$ cat config.mk
export PLATFORM = sky130hd
export DESIGN_NAME = id_ex_latch
export DESIGN_NICKNAME = d
export VERILOG_FILES = /design/src/rtl/id_ex_latch_pkg.sv /design/src/rtl/id_ex_latch_hazard_detection.sv /design/src/rtl/id_ex_latch.sv
export SDC_FILE = /design/constraint.sdc
export NUM_CORES = 1
export LEC_CHECK = 0
export ABC_CLOCK_PERIOD_IN_PS = 2800
export CAP_MARGIN = 20
export CORE_UTILIZATION = 36
export DETAILED_ROUTE_END_ITERATION = 8
export MAX_ROUTING_LAYER = met4
export PLACE_DENSITY = 0.79
export SYNTH_ARGS = -nofsm -noshare
export SYNTH_HDL_FRONTEND = slang
export SYNTH_SLANG_ARGS = --single-unit
$ cat constraint.sdc
create_clock -name i_clk -period 2.8 [get_ports i_clk]
set_input_delay 0.84 -clock i_clk [delete_from_list [all_inputs] [get_ports i_clk]]
set_output_delay 0.84 -clock i_clk [all_outputs]
set_load 0.01 [all_outputs]
$ cat src/rtl/id_ex_latch_pkg.sv
// Shared constants for the MIPS decode/execute boundary: widths, register $0,
// ALU-op encodings and the execute-stage control bundle.
package id_ex_latch_pkg;

   localparam int LEN           = 32;
   localparam int NB_ADDR       = 5;
   localparam int NB_ALU_OP     = 2;
   localparam int NB_BUBBLE_CNT = 16;

   localparam logic [NB_ADDR-1:0] REG_ZERO = '0;

   typedef enum logic [NB_ALU_OP-1:0] {
      ALU_OP_ADD   = 2'b00,
      ALU_OP_SUB   = 2'b01,
      ALU_OP_RTYPE = 2'b10,
      ALU_OP_IMM   = 2'b11
   } alu_op_e;

   typedef struct packed {
      logic reg_dst;
      logic alu_src;
      logic mem_read;
      logic mem_write;
      logic reg_write;
      logic mem_to_reg;
      logic branch;
   } ctrl_t;

   localparam ctrl_t CTRL_NOP = '0;

endpackage

$ cat src/rtl/id_ex_latch_hazard_detection.sv
// Load-use hazard compare: a load in EX whose destination (rt) is a source of
// the instruction in ID. Writes to $0 are never a dependency.
module hazard_detection
   import id_ex_latch_pkg::*;
#(
   parameter int NB_addr = NB_ADDR
) (
   input  logic               i_ex_valid,
   input  logic               i_ex_mem_read,
   input  logic [NB_addr-1:0] i_ex_rt,
   input  logic               i_id_valid,
   input  logic [NB_addr-1:0] i_id_rs,
   input  logic [NB_addr-1:0] i_id_rt,
   input  logic               i_id_uses_rt,
   output logic               o_hazard
);

   logic w_rs_match;
   logic w_rt_match;

   assign w_rs_match = (i_ex_rt == i_id_rs);
   assign w_rt_match = i_id_uses_rt & (i_ex_rt == i_id_rt);

   assign o_hazard = i_ex_valid & i_ex_mem_read & (i_ex_rt != NB_addr'(REG_ZERO))
                   & i_id_valid & (w_rs_match | w_rt_match);

endmodule

$ cat src/rtl/id_ex_latch.sv
// ID/EX pipeline register with load-use bubble insertion, branch flush,
// debug-step freeze and a saturating count of inserted bubbles.
module id_ex_latch
   import id_ex_latch_pkg::*;
#(
   parameter int len           = LEN,
   parameter int NB_addr       = NB_ADDR,
   parameter int NB_alu_op     = NB_ALU_OP,
   parameter int NB_bubble_cnt = NB_BUBBLE_CNT
) (
   input  logic                     i_clk,
   input  logic                     i_rst,
   input  logic                     i_enable,
   input  logic                     i_flush,
   input  logic                     i_valid,
   input  logic [len-1:0]           i_pc,
   input  logic [len-1:0]           i_reg_1,
   input  logic [len-1:0]           i_reg_2,
   input  logic [len-1:0]           i_sign_extend,
   input  logic [NB_addr-1:0]       i_rs,
   input  logic [NB_addr-1:0]       i_rt,
   input  logic [NB_addr-1:0]       i_rd,
   input  logic                     i_uses_rt,
   input  logic                     i_reg_dst,
   input  logic                     i_alu_src,
   input  logic                     i_mem_read,
   input  logic                     i_mem_write,
   input  logic                     i_reg_write,
   input  logic                     i_mem_to_reg,
   input  logic                     i_branch,
   input  logic [NB_alu_op-1:0]     i_alu_op,
   output logic                     o_valid,
   output logic [len-1:0]           o_pc,
   output logic [len-1:0]           o_reg_1,
   output logic [len-1:0]           o_reg_2,
   output logic [len-1:0]           o_sign_extend,
   output logic [NB_addr-1:0]       o_rs,
   output logic [NB_addr-1:0]       o_rt,
   output logic [NB_addr-1:0]       o_rd,
   output logic                     o_reg_dst,
   output logic                     o_alu_src,
   output logic                     o_mem_read,
   output logic                     o_mem_write,
   output logic                     o_reg_write,
   output logic                     o_mem_to_reg,
   output logic                     o_branch,
   output logic [NB_alu_op-1:0]     o_alu_op,
   output logic                     o_stall,
   output logic [NB_bubble_cnt-1:0] o_bubble_count
);

   logic                     r_valid;
   logic [len-1:0]           r_pc;
   logic [len-1:0]           r_reg_1;
   logic [len-1:0]           r_reg_2;
   logic [len-1:0]           r_sign_extend;
   logic [NB_addr-1:0]       r_rs;
   logic [NB_addr-1:0]       r_rt;
   logic [NB_addr-1:0]       r_rd;
   ctrl_t                    r_ctrl;
   logic [NB_alu_op-1:0]     r_alu_op;
   logic [NB_bubble_cnt-1:0] r_bubble_count;

   ctrl_t w_ctrl_in;
   logic  w_hazard;
   logic  w_bubble;
   logic  w_count_inc;

   assign w_ctrl_in = '{reg_dst:    i_reg_dst,
                        alu_src:    i_alu_src,
                        mem_read:   i_mem_read,
                        mem_write:  i_mem_write,
                        reg_write:  i_reg_write,
                        mem_to_reg: i_mem_to_reg,
                        branch:     i_branch};

   hazard_detection #(
      .NB_addr (NB_addr)
   ) u_hazard_detection (
      .i_ex_valid    (r_valid),
      .i_ex_mem_read (r_ctrl.mem_read),
      .i_ex_rt       (r_rt),
      .i_id_valid    (i_valid),
      .i_id_rs       (i_rs),
      .i_id_rt       (i_rt),
      .i_id_uses_rt  (i_uses_rt),
      .o_hazard      (w_hazard)
   );

   // A flush already kills the ID instruction, so it neither stalls nor counts.
   assign o_stall     = w_hazard & i_enable & ~i_flush & ~i_rst;
   assign w_bubble    = i_flush | w_hazard;
   assign w_count_inc = w_hazard & ~i_flush;

   always_ff @(posedge i_clk) begin
      if (i_rst) begin
         r_valid        <= 1'b0;
         r_pc           <= '0;
         r_reg_1        <= '0;
         r_reg_2        <= '0;
         r_sign_extend  <= '0;
         r_rs           <= '0;
         r_rt           <= '0;
         r_rd           <= '0;
         r_ctrl         <= CTRL_NOP;
         r_alu_op       <= '0;
         r_bubble_count <= '0;
      end else if (i_enable) begin
         r_pc          <= i_pc;
         r_reg_1       <= i_reg_1;
         r_reg_2       <= i_reg_2;
         r_sign_extend <= i_sign_extend;
         r_rs          <= i_rs;
         r_rt          <= i_rt;
         r_rd          <= i_rd;
         if (w_bubble) begin
            r_valid  <= 1'b0;
            r_ctrl   <= CTRL_NOP;
            r_alu_op <= '0;
            if (w_count_inc && (r_bubble_count != {NB_bubble_cnt{1'b1}}))
               r_bubble_count <= r_bubble_count + NB_bubble_cnt'(1);
         end else begin
            r_valid  <= i_valid;
            r_ctrl   <= w_ctrl_in;
            r_alu_op <= i_alu_op;
         end
      end
   end

   assign o_valid        = r_valid;
   assign o_pc           = r_pc;
   assign o_reg_1        = r_reg_1;
   assign o_reg_2        = r_reg_2;
   assign o_sign_extend  = r_sign_extend;
   assign o_rs           = r_rs;
   assign o_rt           = r_rt;
   assign o_rd           = r_rd;
   assign o_reg_dst      = r_ctrl.reg_dst;
   assign o_alu_src      = r_ctrl.alu_src;
   assign o_mem_read     = r_ctrl.mem_read;
   assign o_mem_write    = r_ctrl.mem_write;
   assign o_reg_write    = r_ctrl.reg_write;
   assign o_mem_to_reg   = r_ctrl.mem_to_reg;
   assign o_branch       = r_ctrl.branch;
   assign o_alu_op       = r_alu_op;
   assign o_bubble_count = r_bubble_count;

endmodule
### Word level (Yosys, flattened, before mapping)

Index checks and enable logic that the tools add are counted.
W data, S select, Z words.

| word-level totals | value |
|---|---|
| bits of input ports | 158 |
| word-level logic and storage cells | 40 |
| register bits after elaboration | 169 |
| output and inout bits | 170 |

| cells by class | value |
|---|---|
| eq/ne operators | 3 |
| bitwise logic cells | 13 |
| $add $sub $neg | 1 |
| reduce and logical (&&, ||, !) cells | 3 |
| mux-type cells | 3 |

Operators by type and width:

| operator | number |
|---|---|
| $add A16 B1 Y16 const B | 1 |
| $ne A16 B16 Y1 const B | 1 |
| $eq A5 B5 Y1 | 2 |
| $and A1 B1 Y1 | 9 |
| $mux W7 | 1 |
| $reduce_bool A5 Y1 | 1 |
| $reduce_and A3 Y1 | 1 |
| $mux W2 | 1 |
| $not A1 Y1 | 2 |
| $or A1 B1 Y1 | 2 |
| $logic_and A1 B1 Y1 | 1 |
| $mux W1 | 1 |

### Logic depth before layout (Yosys ltp)

Gate-level depths: netlist of the first run.

| logic depth | value |
|---|---|
| word-level depth | 7 |
| mapped depth | 8 |
| depth with buffers taken out | 6 |

### Modules after synthesis

From an unflattened synthesis of the first run, not the netlist that was laid out.

| unflattened totals | value |
|---|---|
| cell total of the unflattened synthesis | 620 |
| area total of the unflattened synthesis | 6303.5 µm² |

Modules (own cells, without submodules):

| module | times used | area each (µm²) | cells an instance | seq. area each (µm²) |
|---|---|---|---|---|
| id_ex_latch | 1 | 6173.4 | 603 | 3383.2 |
| hazard_detection | 1 | 130.1 | 17 | 0.0 |

### Least setup slack after synthesis of the first run

Ideal clock, no wire load.

| timing path | value |
|---|---|
| path type | input -> output |
| from | in i_rt[3] |
| to | out o_stall |
| arrival | 2107 ps |
| stages on the path | 6 |
| setup slack | -147 ps |
| cell sequence | xor2_1 nor4_2 a32oi_2 buf_2 buf_2 nor3_1 |

| between the ends | value |
|---|---|
| longest elaborated chain between the ends | 7 |

Ends and longest elaborated chain:

| element | line | source |
|---|---|---|
| start: declaration | id_ex_latch.sv:21 | `input logic [NB_addr-1:0] i_rt,` |
| $eq A5 B5 Y1 | id_ex_latch_hazard_detection.sv:22 | `assign w_rt_match = i_id_uses_rt & (i_ex_rt == i_id_rt);` |
| $and A1 B1 Y1 | id_ex_latch_hazard_detection.sv:22 |  |
| $or A1 B1 Y1 | id_ex_latch_hazard_detection.sv:25 | `& i_id_valid & (w_rs_match \| w_rt_match);` |
| $and A1 B1 Y1 | id_ex_latch_hazard_detection.sv:25 |  |
| $and A1 B1 Y1 (3 in series) | id_ex_latch.sv:91 | `assign o_stall = w_hazard & i_enable & ~i_flush & ~i_rst;` |
| end: declaration | id_ex_latch.sv:48 | `output logic o_stall,` |

No other way between the ends.

### Worst setup path in the final report of the first run

| timing path | value |
|---|---|
| from | in i_rs[2] |
| to | out o_stall |

| between the ends | value |
|---|---|
| longest elaborated chain between the ends | 6 |

Ends and longest elaborated chain:

| element | line | source |
|---|---|---|
| start: declaration | id_ex_latch.sv:20 | `input logic [NB_addr-1:0] i_rs,` |
| $eq A5 B5 Y1 | id_ex_latch_hazard_detection.sv:21 | `assign w_rs_match = (i_ex_rt == i_id_rs);` |
| $or A1 B1 Y1 | id_ex_latch_hazard_detection.sv:25 |  |
| $and A1 B1 Y1 | id_ex_latch_hazard_detection.sv:25 |  |
| $and A1 B1 Y1 (3 in series) | id_ex_latch.sv:91 |  |

No other way between the ends.

==> results of run 1 <==
stage by stage:
step / instance area [sq um] / power (mW) / setup TNS, ns
6_report: 10490 / 6.006 / -0.005006
3_5_place_dp: 9817 / 3.533 / -7.623
3_3_place_gp: 9817 / 3.522 / -6.160
2_1_floorplan: 6317 / 2.991 / 0
5_1_grt: 10490 / 6.235 / -0.07407
4_1_cts: 10490 / 6.075 / -0.06862
Yosys cell counts, drive strengths merged:
master / number
a211oi: 2
a21oi: 12
a22o: 10
a32oi: 1
and3: 3
and4: 4
buf: 16
clkbuf: 25
dfxtp: 169
ha: 1
inv: 5
mux2i: 143
nand2: 6
nand2b: 1
nand3: 9
nand4: 3
nor2: 147
nor2b: 1
nor3: 4
nor4: 2
o211a: 1
o21ai: 2
o21ba: 1
o311a: 1
o311ai: 1
o31ai: 10
o41a: 2
o41ai: 1
or2: 1
or3: 1
or3b: 1
or4: 12
xnor2: 1
xor2: 9
where the power goes:
part	internal [mW]	switching (mW)	leakage [nW]	total, mW
Sequential	2.53	0.0688	1.39	2.60
Combinational	0.538	0.344	2.65	0.882
Clock	1.53	0.993	0.306	2.52
what timing repair did:
| item | CTS | global route |
|---|---|---|
| gates resized for setup | 36 | 5 |
| pin swaps | 6 | 4 |
| buffers inserted | 3 | 0 |
| setup endpoints to repair | 1 | 1 |
| cloned | 0 | 0 |
worst paths after layout:
path                                  start            to  slack (ns)  cells past startpoint
worst max-delay path                i_rs[2]       o_stall      -0.005                      6
worst min register to register  o_mem_write   o_mem_write        0.48                      1
worst max register to register      o_rt[1]  o_mem_to_reg        0.22                      8
worst min-delay path            o_mem_write   o_mem_write        0.48                      1
kinds of logic (layout without fill, tap and decap cells):
logic type	Yosys count	after routing	synth area share
DFF	169	169	0.5367
xor gates and xnor gates	10	10	0.01390
and+or+nand+nor	195	195	0.1364
adders and majority gates	1	1	0.001985
buffers and inverters	46	379	0.03097
AOI/OAI and AO/OA	44	44	0.05300
muxes	143	143	0.2271
cell type report:
| cell class | instances | share of cell area |
|---|---|---|
| Timing Repair Buffer | 343 | 0.3245 |
| Sequential cell | 169 | 0.3226 |
| Multi-Input combinational cell | 393 | 0.2641 |
| Clock buffer | 19 | 0.04223 |
| Tap cell | 225 | 0.02684 |
| Clock inverter | 12 | 0.01790 |
| Inverter | 5 | 0.001790 |
metal layers:
layer | vias to the layer above | track usage | part of all wire
met2 | 199 | 0.3143 | 0.48
met3 | 20 | 0.06047 | 0.062
met5 | - | - | 0
li1 | 2733 | - | -
met1 | 2583 | 0.2472 | 0.44
met4 | 0 | 0.06242 | 0.018
worst register-to-register path: stages (launching register included):
cell and delay (ns):
dfxtp_1 0.46, xor2_1 0.12, nor4_2 0.31, a32oi_2 0.23, buf_4 0.18, buf_4 0.12, buf_4 0.21, o311a_1 0.53
a22o_1 0.30
==> results.txt, run 1 <==
The starting density of the core came out at 0.3670. The library cells used most frequently in the layout, excluding fill and tap cells, are 313 x clkdlybuf4s50_1, 169 x dfxtp_1, 147 x nor2_1. TritonCTS built the clock tree.

In the global route stage, overall resource usage came out at 0.2007. The final routed wirelength across all metal layers came out at 18050 microns. The number of clock sinks came out at 169. The ratio of cells with drive above 1 in the final layout came out at 0.06908. The time the final worst path needs with I/O delays and setup is 2.805 ns. The die covers 0.01804 sq mm. The number of buffers inserted by hold repair at cts came out at 0. The via count of the first global-routing pass was 5334.

The total CTS buffers came out at 17. The HPWL after detailed placement is 12700 microns. The post-detailed-route via-to-cell ratio is 4.747. The leakage power of the design is 4.349 nW. The checks that failed: negative setup slack. The worst setup path is of the input pin to output port kind. After synthesis the netlist holds a flip-flop and latch count of 169. The clock transition at the register clock pins on the worst setup and hold paths after CTS came out at 0.07 ns.

The worst-case hold slack is 0.4827 ns. Synthesis produced 608 cells. The sum of overflow across all layers after global routing is 0. The worst stage delay on the critical path is 0.26 ns. The synthesized design spends more area on one cell type than any other, namely dfxtp_1. The core area is 0.01718 sq mm. The placement-stage worst setup slack is -0.7837 ns. The kind of cell with the highest combined delay along the critical path is simple AND/OR/NAND/NOR gates. The fill cell instance count of the final layout came out at 1438. The slew at the pin closest to its max-slew limit is 0.7859 ns. The headroom to the max-slew limit came out at 0.4761. The global placer's final weighted congestion came out at 0.7783. The max-cap check violation count came out at 0. Clock latency on the worst-skew pair, taken at its later pin, is 0.42 ns.

In this run the horizontal extent of the chip is 134.3 microns. In this run the worst hold path is classified as register to register. The count of final setup violators is 1. The critical path contains buffers and inverters numbering 2 combined. The finished layout holds 1166 standard cells, fillers aside. STA classifies the critical path endpoint as an output port.

STA puts the critical path data arrival time at 1.97 ns. The number of buffers between clock root and the deepest sink is 2. The site row count came out at 48. The fmax came out at 0.3565 GHz.

The floorplan step set the die height to 134.3 microns. The share of the synthesized area in the top cell type is 0.5367. The number of library cell types mapped by synthesis came out at 40. The final-report max-slew violation count is 0. The final worst setup slack is -0.005006 ns. The first-pass iteration count of the detailed router is 5. Setup repair after global routing could not meet its margin everywhere. The part of the Yosys area used for sequential elements is 0.5367. The area of all sequential standard cells came out at 0.003383 sq mm.

The startpoint class of the critical path is an input pin. The initial antenna violation count came out at 0. Once layout is complete, the utilization of the core stands at 0.6106. The largest net degree at the start of global routing came out at 161. The final layout contains 1088 nets. The library cell used most frequently in the layout, excluding fill and tap cells, is clkdlybuf4s50_1. The average routed wire per standard cell came out at 15.48 microns. Clock tree synthesis selected as its root buffer the cell clkbuf_16. The signal on the critical path passes through clkdlybuf4s15_1 > xor2_1 > nor3_2 > a32oi_2 > nor3_4 > buf_2.

The maximum level of the CTS H-tree came out at 4. The slowest stage of the critical path belongs to the cell nor3_2. The number of antenna diodes in the final layout is 0. The count of synthesis-stage warnings from yosys came out at 0. The number of top-level pins is 328.

The hold violation total from the final report was 0. The mean area per synthesized cell came out at 10.37 sq um. The flow ran to the end, but the final reports show violations. The residual DRC count is 0. The first-pass GRT wire length came out at 27600 microns. The number of buffers inserted by port buffering is 327.

The initial DRC count came out at 307. In this run the power density over the cells is 572.7 mW/mm^2. The mapped cell area came out at 0.006304 sq mm. The layout overhead on the synthesized area is 66.38%.

Data on the critical path is required at its endpoint by 1.96 ns. Sorting the synthesized cells by area gives the leading types as dfxtp_1 54%, mux2i_1 23%, nor2_1 8.8%, clkbuf_1 1.5%, or4_1 1.4%. The worst clock skew on the final layout is 0.01594 ns. The final period utilization is 1.002. The detailed router placed 5535 vias in this run. The number of placed instances, taps included, is 1132.

The worst-case IR drop observed on VDD is 0.3802 mV. In this run the worst path has a maximum fanout of 2. The multi-input combinational cells in the finished layout cover a total of 0.002770 sq mm. The residual antenna-violating net count after detailed routing is 0.

Synthesis produced a netlist with a net count of 767.
Note: power is estimated with default switching activity, not from simulation.
==> inputs of run 2 (changes only) <==
--- a/config.mk
+++ b/config.mk
@@ -7,10 +7,11 @@
 export LEC_CHECK = 0
 export ABC_CLOCK_PERIOD_IN_PS = 2800
 export CAP_MARGIN = 20
+export CORE_MARGIN = 4
 export CORE_UTILIZATION = 36
 export DETAILED_ROUTE_END_ITERATION = 8
 export MAX_ROUTING_LAYER = met4
-export PLACE_DENSITY = 0.79
+export PLACE_DENSITY_LB_ADDON = 0.12
 export SYNTH_ARGS = -nofsm -noshare
 export SYNTH_HDL_FRONTEND = slang
 export SYNTH_SLANG_ARGS = --single-unit
==> results.txt, run 2 (same netlist as run 1, synthesis figures left out) <==
The final-report max-slew violation count is 0 (unchanged). The HPWL after detailed placement was 14850 microns (was 12700 microns). The worst clock skew on the final layout was 0.006620 ns (was 0.01594 ns). The area enclosed by the die boundary is 0.01969 sq mm (was 0.01804 sq mm). The slew at the pin closest to its max-slew limit came out at 0.9521 ns (was 0.7859 ns).

The library cell used as clock root buffer is clkbuf_16 (unchanged). The layout overhead on the synthesized area came to 67.41% (was 66.38%). The ratio of cells with drive above 1 in the final layout came out at 0.07014 (was 0.06908).

The first-pass iteration count of the detailed router came out at 6 (was 5). The post-detailed-route via-to-cell ratio was 4.832 (was 4.747). The first-pass GRT wire length was 31130 microns (was 27600 microns).

The core area is 0.01724 sq mm (was 0.01718 sq mm). The final worst setup slack came out at 0.04295 ns (was -0.005006 ns). The number of top-level pins is 328 (unchanged). The most congested layer reported by global routing is met2 (unchanged).

The leakage power of the design is 4.372 nW (was 4.349 nW). The placement-stage worst setup slack came out at -0.7881 ns (was -0.7837 ns). The sum of overflow across all layers after global routing came out at 0 (unchanged). The average routed wire per standard cell is 17.28 microns (was 15.48 microns). The final net count came to 1088 (unchanged). The initial DRC count is 231 (was 307). The residual DRC count is 0 (unchanged). The worst flop-to-flop path endpoint is o_mem_write (was o_mem_to_reg). The final period utilization came out at 0.9847 (was 1.002). The site row count was 48 (unchanged). The total CTS buffers came to 17 (unchanged).

The most common library cell in the layout ignoring fill and taps was clkdlybuf4s50_1 (unchanged). The highest ir drop seen on vdd is 0.4046 mV (was 0.3802 mV). The family with the most delay on the worst path is simple AND/OR/NAND/NOR gates (unchanged). The fmax came to 0.3627 GHz (was 0.3565 GHz).

The slowest library cell on the worst path was nor4_4 (was nor3_2). The maximum level of the CTS H-tree is 4 (unchanged). The worst reg-to-reg setup slack came out at 0.43 ns (was 0.22 ns). The endpoint kind of the worst setup timing path was an output port (unchanged).

The max-cap check violation count is 0 (unchanged). The initial antenna violation count came to 2 (was 0). The starting density of the core is 0.3657 (was 0.3670).

The total number of cells along the worst setup path came out at 6 (unchanged). The time the final worst path needs with I/O delays and setup came out at 2.757 ns (was 2.805 ns). The worst path required time is 1.96 ns (about the same). The number of buffers inserted by port buffering came out at 327 (unchanged). The power per unit of standard cell area came out at 575.1 mW/mm^2 (was 572.7 mW/mm^2). The worst stage delay on the critical path is 0.31 ns (was 0.26 ns). The hold violation total from the final report came out at 0 (unchanged). RSZ-0062 raised after global routing: true (unchanged). The worst setup path endpoint is o_stall (unchanged). The headroom to the max-slew limit came to 0.3653 (was 0.4761). The clock transition at the register clock pins on the worst setup and hold paths after CTS was 0.06 ns (was 0.07 ns). The die width is 140.3 microns (was 134.3 microns). The global placer's final weighted congestion came out at 0.7967 (was 0.7783). The number of buffers between clock root and the deepest sink came to 2 (unchanged). The largest net degree at the start of global routing is 161 (unchanged). The critical setup path kind is input pin to output port (unchanged). The met2 capacity usage during global routing is 0.3463 (was 0.3143).

Outcome: completed (was finished with violations). The count of final setup violators is 0 (was 1). The residual antenna-violating net count after detailed routing came out at 0 (unchanged).

The worst-case hold slack was 0.4803 ns (was 0.4827 ns). The launch point of the worst hold path was o_alu_op[1] (was o_mem_write). The origin of the worst setup path is i_rt[4] (was i_rs[2]).

The number of clock sinks is 169 (unchanged). The worst-path maximum fanout came out at 2 (unchanged). The fraction of the core area covered by cells at the end of the flow is 0.6122 (was 0.6106). The reg-to-reg critical path startpoint was o_rt[1] (unchanged). The global-route total usage across every layer was 0.2049 (was 0.2007). The CTS tree is yes (unchanged). The total number of vias is 5644 (was 5535). The clock latency of the later-clocked register in the worst-skew pair came out at 0.42 ns (about the same).

The die height came out at 140.3 microns (was 134.3 microns). Sequence of cells on the critical path: buf_6 > xor2_2 > nor4_4 > a32oi_4 > nor3_4 > buf_2 (was clkdlybuf4s15_1 > xor2_1 > nor3_2 > a32oi_2 > nor3_4 > buf_2). The data arrival time of the critical path is 1.92 ns (was 1.97 ns). The startpoint class of the critical path is an input pin (unchanged). The met3 track demand over resource came out at 0.06521 (was 0.06047). The final routed wirelength across all metal layers came out at 20180 microns (was 18050 microns). The number of buffers and inverters on the critical path came out at 2 (unchanged).

The routing usage on met1 came out at 0.2142 (was 0.2472). The overall power after layout came out at 6.069 mW (was 6.006 mW). The worst hold path class is register to register (unchanged). The via count of the first global-routing pass came out at 5905 (was 5334). Most frequent cells in the layout: 313 x clkdlybuf4s50_1, 169 x dfxtp_1, 147 x nor2_1 (unchanged). The number of buffers inserted by hold repair at cts came out at 0 (unchanged).

The number of cells traversed by the worst register-to-register path came out at 8 (unchanged).
run 2: per-layer routing:
metal / share of wire / wire length [microns] / vias to the layer above
li1: - / - / 2739
met1: 0.38 / 7652 / 2621
met2: 0.50 / 10140 / 230
met3: 0.076 / 1528 / 54
met4: 0.042 / 856 / 0
met5: 0 / 0 / -
run 2: layout make-up:
class	instances	area [sq um]
well taps	225	281.5
flip-flops and latches	169	3383
clock inverters	11	195.2
diodes	2	5.005
fillers	1413	6684
inverters	5	18.77
multi-input cells	393	2801
clock buffers	20	446.7
repair buffers	343	3421
run 2: repair_timing:
action / CTS / global route
pin swaps: 6 / 4
buffers inserted: 0 / 0
setup endpoints to repair: 2 / 1
resized for setup: 30 / 14
run 2: where the power goes:
group	internal (mW)	switching [mW]
sequential	2.53	0.0722
clock	1.61	0.956
combinational	0.546	0.357
run 2: worst min path at each step:
stage	depth (start not counted)	endpoint	slack, ns
2_1_floorplan	2	o_bubble_count[7]	0.50
3_3_place_gp	1	o_alu_op[1]	0.46
3_5_place_dp	1	o_alu_op[1]	0.46
4_1_cts	1	o_alu_op[1]	0.48
5_1_grt	1	o_alu_op[1]	0.50
6_report	1	o_alu_op[1]	0.48
run 2: worst register-to-register path: stages, from the launching register on:
cell,delay [ns]
dfxtp_1,0.45
buf_4,0.16
xor2_1,0.16
nor3_2,0.07
buf_4,0.14
a32oi_4,0.25
buf_4,0.35
o311a_1,0.49
a22o_1,0.23
run 2: metrics by stage:
stage | area, sq um | std cells | setup TNS [ns]
floorplan | 6317 | 608 | 0
global placement | 9849 | 1135 | -7.644
detailed placement | 9849 | 1135 | -8.736
CTS | 10510 | 1166 | -0.1186
global route | 10550 | 1168 | -0.01475
finish | 10550 | 1168 | 0
==> inputs of run 3 (changes only) <==
--- a/config.mk
+++ b/config.mk
@@ -12,6 +12,7 @@
 export DETAILED_ROUTE_END_ITERATION = 8
 export MAX_ROUTING_LAYER = met4
 export PLACE_DENSITY_LB_ADDON = 0.12
+export SKIP_CTS_REPAIR_TIMING = 1
 export SYNTH_ARGS = -nofsm -noshare
 export SYNTH_HDL_FRONTEND = slang
 export SYNTH_SLANG_ARGS = --single-unit
==> constraint.sdc (replaced) <==
create_clock -name i_clk -period 2.8 [get_ports i_clk]
set_input_delay 0.84 -clock i_clk [delete_from_list [all_inputs] [get_ports i_clk]]
set_output_delay 0.84 -clock i_clk [all_outputs]
set_load 0.05 [all_outputs]
==> results.txt, run 3 (same netlist as run 1, synthesis figures left out) <==
The routed length on met3 is 1761 microns (was 1528 microns). The number of buffers inserted by port buffering came out at 327 (unchanged). The final reports fail on negative setup slack. The combinational cell fraction of total power came out at 0.201 (was 0.149). The total number of vias is 5659 (was 5644). The total net switching power came out at 1.800 mW (was 1.385 mW). The clock transition at the register clock pins on the worst setup and hold paths after CTS came out at 0.06 ns (about the same).

The number of non-filler instances in the completed layout is 1163 (was 1168). The layout overhead on the synthesized area came out at 66.43% (was 67.41%). The global placer's final weighted congestion came out at 0.8849 (was 0.7967). The library cell used as clock root buffer is clkbuf_16 (unchanged).

The area enclosed by the die boundary was 0.01969 sq mm (unchanged). The post-detailed-route via-to-cell ratio came out at 4.866 (was 4.832). The residual DRC count was 0 (unchanged). The slowest library cell on the worst path is nor4_2 (was nor4_4). The critical setup path kind is input pin to output port (unchanged). The internal power of the cells was 4.536 mW (was 4.684 mW). The site row count is 48 (unchanged). The detailed route wirelength on metal2 is 10190 microns (was 10140 microns). The first-pass GRT wire length is 30790 microns (was 31130 microns). The fmax is 0.3436 GHz (was 0.3627 GHz).

The starting density of the core is 0.3657 (unchanged). The initial antenna violation count came out at 2 (unchanged). The hold violation total from the final report came to 0 (unchanged). The sum of overflow across all layers after global routing came to 0 (unchanged). The slew at the pin closest to its max-slew limit is 1.092 ns (was 0.9521 ns). The average routed wire per standard cell came out at 17.39 microns (was 17.28 microns). The worst path required time was 1.96 ns (about the same). The CTS tree is yes (unchanged). The endpoint kind of the worst setup timing path is an output port (unchanged). The clock latency of the later-clocked register in the worst-skew pair is 0.42 ns (about the same). The core area is 0.01724 sq mm (unchanged). The first-pass iteration count of the detailed router came out at 4 (was 6). The highest routing layer actually used is met4 (unchanged). The cell total after placement is 1129 (was 1135).

Sequence of cells on the critical path: buf_6 > xor2_2 > nor4_2 > a32oi_2 > nor3_4 > buf_12 (was buf_6 > xor2_2 > nor4_4 > a32oi_4 > nor3_4 > buf_2). The time the final worst path needs with I/O delays and setup is 2.910 ns (was 2.757 ns). The most common library cell in the layout ignoring fill and taps is clkdlybuf4s50_1 (unchanged). The maximum level of the CTS H-tree came out at 4 (unchanged). The worst clock skew on the final layout is 0.005747 ns (was 0.006620 ns). The worst stage delay on the critical path is 0.31 ns (about the same). The initial DRC count came to 240 (was 231). The met1 layer wirelength in the final routing came out at 7606 microns (was 7652 microns). The ratio of cells with drive above 1 in the final layout is 0.06303 (was 0.07014). The number of buffers between clock root and the deepest sink came to 2 (unchanged). The worst-case hold slack is 0.4790 ns (was 0.4803 ns). Most frequent cells in the layout: 313 x clkdlybuf4s50_1, 169 x dfxtp_1, 147 x nor2_1 (unchanged). The data arrival time of the critical path was 2.07 ns (was 1.92 ns). The die height came out at 140.3 microns (unchanged). The final routed wirelength across all metal layers was 20230 microns (was 20180 microns). The final-report max-slew violation count came out at 0 (unchanged). The final period utilization was 1.039 (was 0.9847). The largest net degree at the start of global routing came out at 161 (unchanged). The count of final setup violators came to 1 (was 0). The number of clock sinks came out at 169 (unchanged). The die width is 140.3 microns (unchanged). The clock network power share is 0.388 (was 0.422).

The headroom to the max-slew limit was 0.2721 (was 0.3653). The fill cell instance count of the final layout came out at 1397 (was 1413). The worst hold path class is register to register (unchanged). The switching share of power is 0.2840 (was 0.2282). The via count of the first global-routing pass is 6002 (was 5905). The leakage power of the design came out at 4.382 nW (was 4.372 nW). The HPWL after detailed placement came out at 14650 microns (was 14850 microns). The worst-path maximum fanout was 2 (unchanged). The startpoint class of the critical path is an input pin (unchanged). The power per unit of standard cell area came out at 603.9 mW/mm^2 (was 575.1 mW/mm^2). The total CTS buffers came out at 17 (unchanged).

The global-route total usage across every layer came to 0.2041 (was 0.2049). The residual antenna-violating net count after detailed routing is 0 (unchanged). The final net count is 1082 (was 1088). Outcome: finished with violations (was completed). The highest ir drop seen on vdd came out at 0.4302 mV (was 0.4046 mV).

The number of top-level pins came out at 328 (unchanged). RSZ-0062 raised after global routing: true (unchanged). The max-cap check violation count was 0 (unchanged). The register share of total power is 0.411 (was 0.429). The final worst setup slack came out at -0.1102 ns (was 0.04295 ns).
## run 3: cell types whose count changed in the layout (fill, tap and decap cells not counted), sizes merged
cell           previous run  this run
clkinvlp                  3         4
buf                      23        15
dlygate4sd2               2         0
inv                       6         8
clkdlybuf4s15             2         0
bufinv                    5         3
dlymetal6s2s              2         8
## run 3: per-stage QoR
step	setup TNS (ns)	utilization	total power [mW]	cell area (sq um)	setup slack (ns)
after floorplan	-0.2360	-	3.373	6324	-0.2360
after global routing	-0.1303	0.6087	6.571	10490	-0.1303
after global placement	-6.135	0.5694	3.905	9814	-0.4239
after detailed placement	-6.878	0.5694	3.929	9814	-0.4294
after CTS	-0.4296	0.6054	6.400	10440	-0.4296
final	-0.1102	0.6087	6.336	10490	-0.1102
## run 3: path summary, 6_finish.rpt
path,from,end,slack (ns),cells after the start
min reg2reg,o_reg_dst,o_reg_dst,0.48,1
max reg2reg,o_rt[3],o_mem_write,0.52,6
min,o_reg_dst,o_reg_dst,0.48,1
max,i_rt[3],o_stall,-0.11,6
## run 3: power by group through the flow
stage	combinational [mW]	clock (mW)	sequential (mW)
3_3_place_gp	1.26	0	2.65
6_report	1.27	2.46	2.61
5_1_grt	1.33	2.62	2.62
4_1_cts	1.28	2.52	2.61
2_1_floorplan	0.282	0	3.09
3_5_place_dp	1.27	0	2.66
## run 3: routing by layer
layer | global-route usage | up-vias
li1 | - | 2729
met1 | 0.2106 | 2662
met2 | 0.3455 | 227
met3 | 0.07784 | 41
met4 | 0.09077 | 0
met5 | - | -
## run 3: layout make-up
type,instances,area [sq um],area share
well taps,225,281.5,0.02683
clock buffers,20,456.7,0.04353
inverters,5,18.77,0.001789
repair buffers,337,3412,0.3252
diodes,2,5.005,0.0004770
clock inverters,12,163.9,0.01562
multi-input cells,393,2770,0.2640
flip-flops and latches,169,3383,0.3225
## run 3: worst max-delay path: cells and delay by family
family / cells / cell delay [ns]
xor gates and xnor gates: 1 / 0.14
buffers and inverters: 2 / 0.27
and+or+nand+nor: 2 / 0.60
AOI/OAI and AO/OA: 1 / 0.22
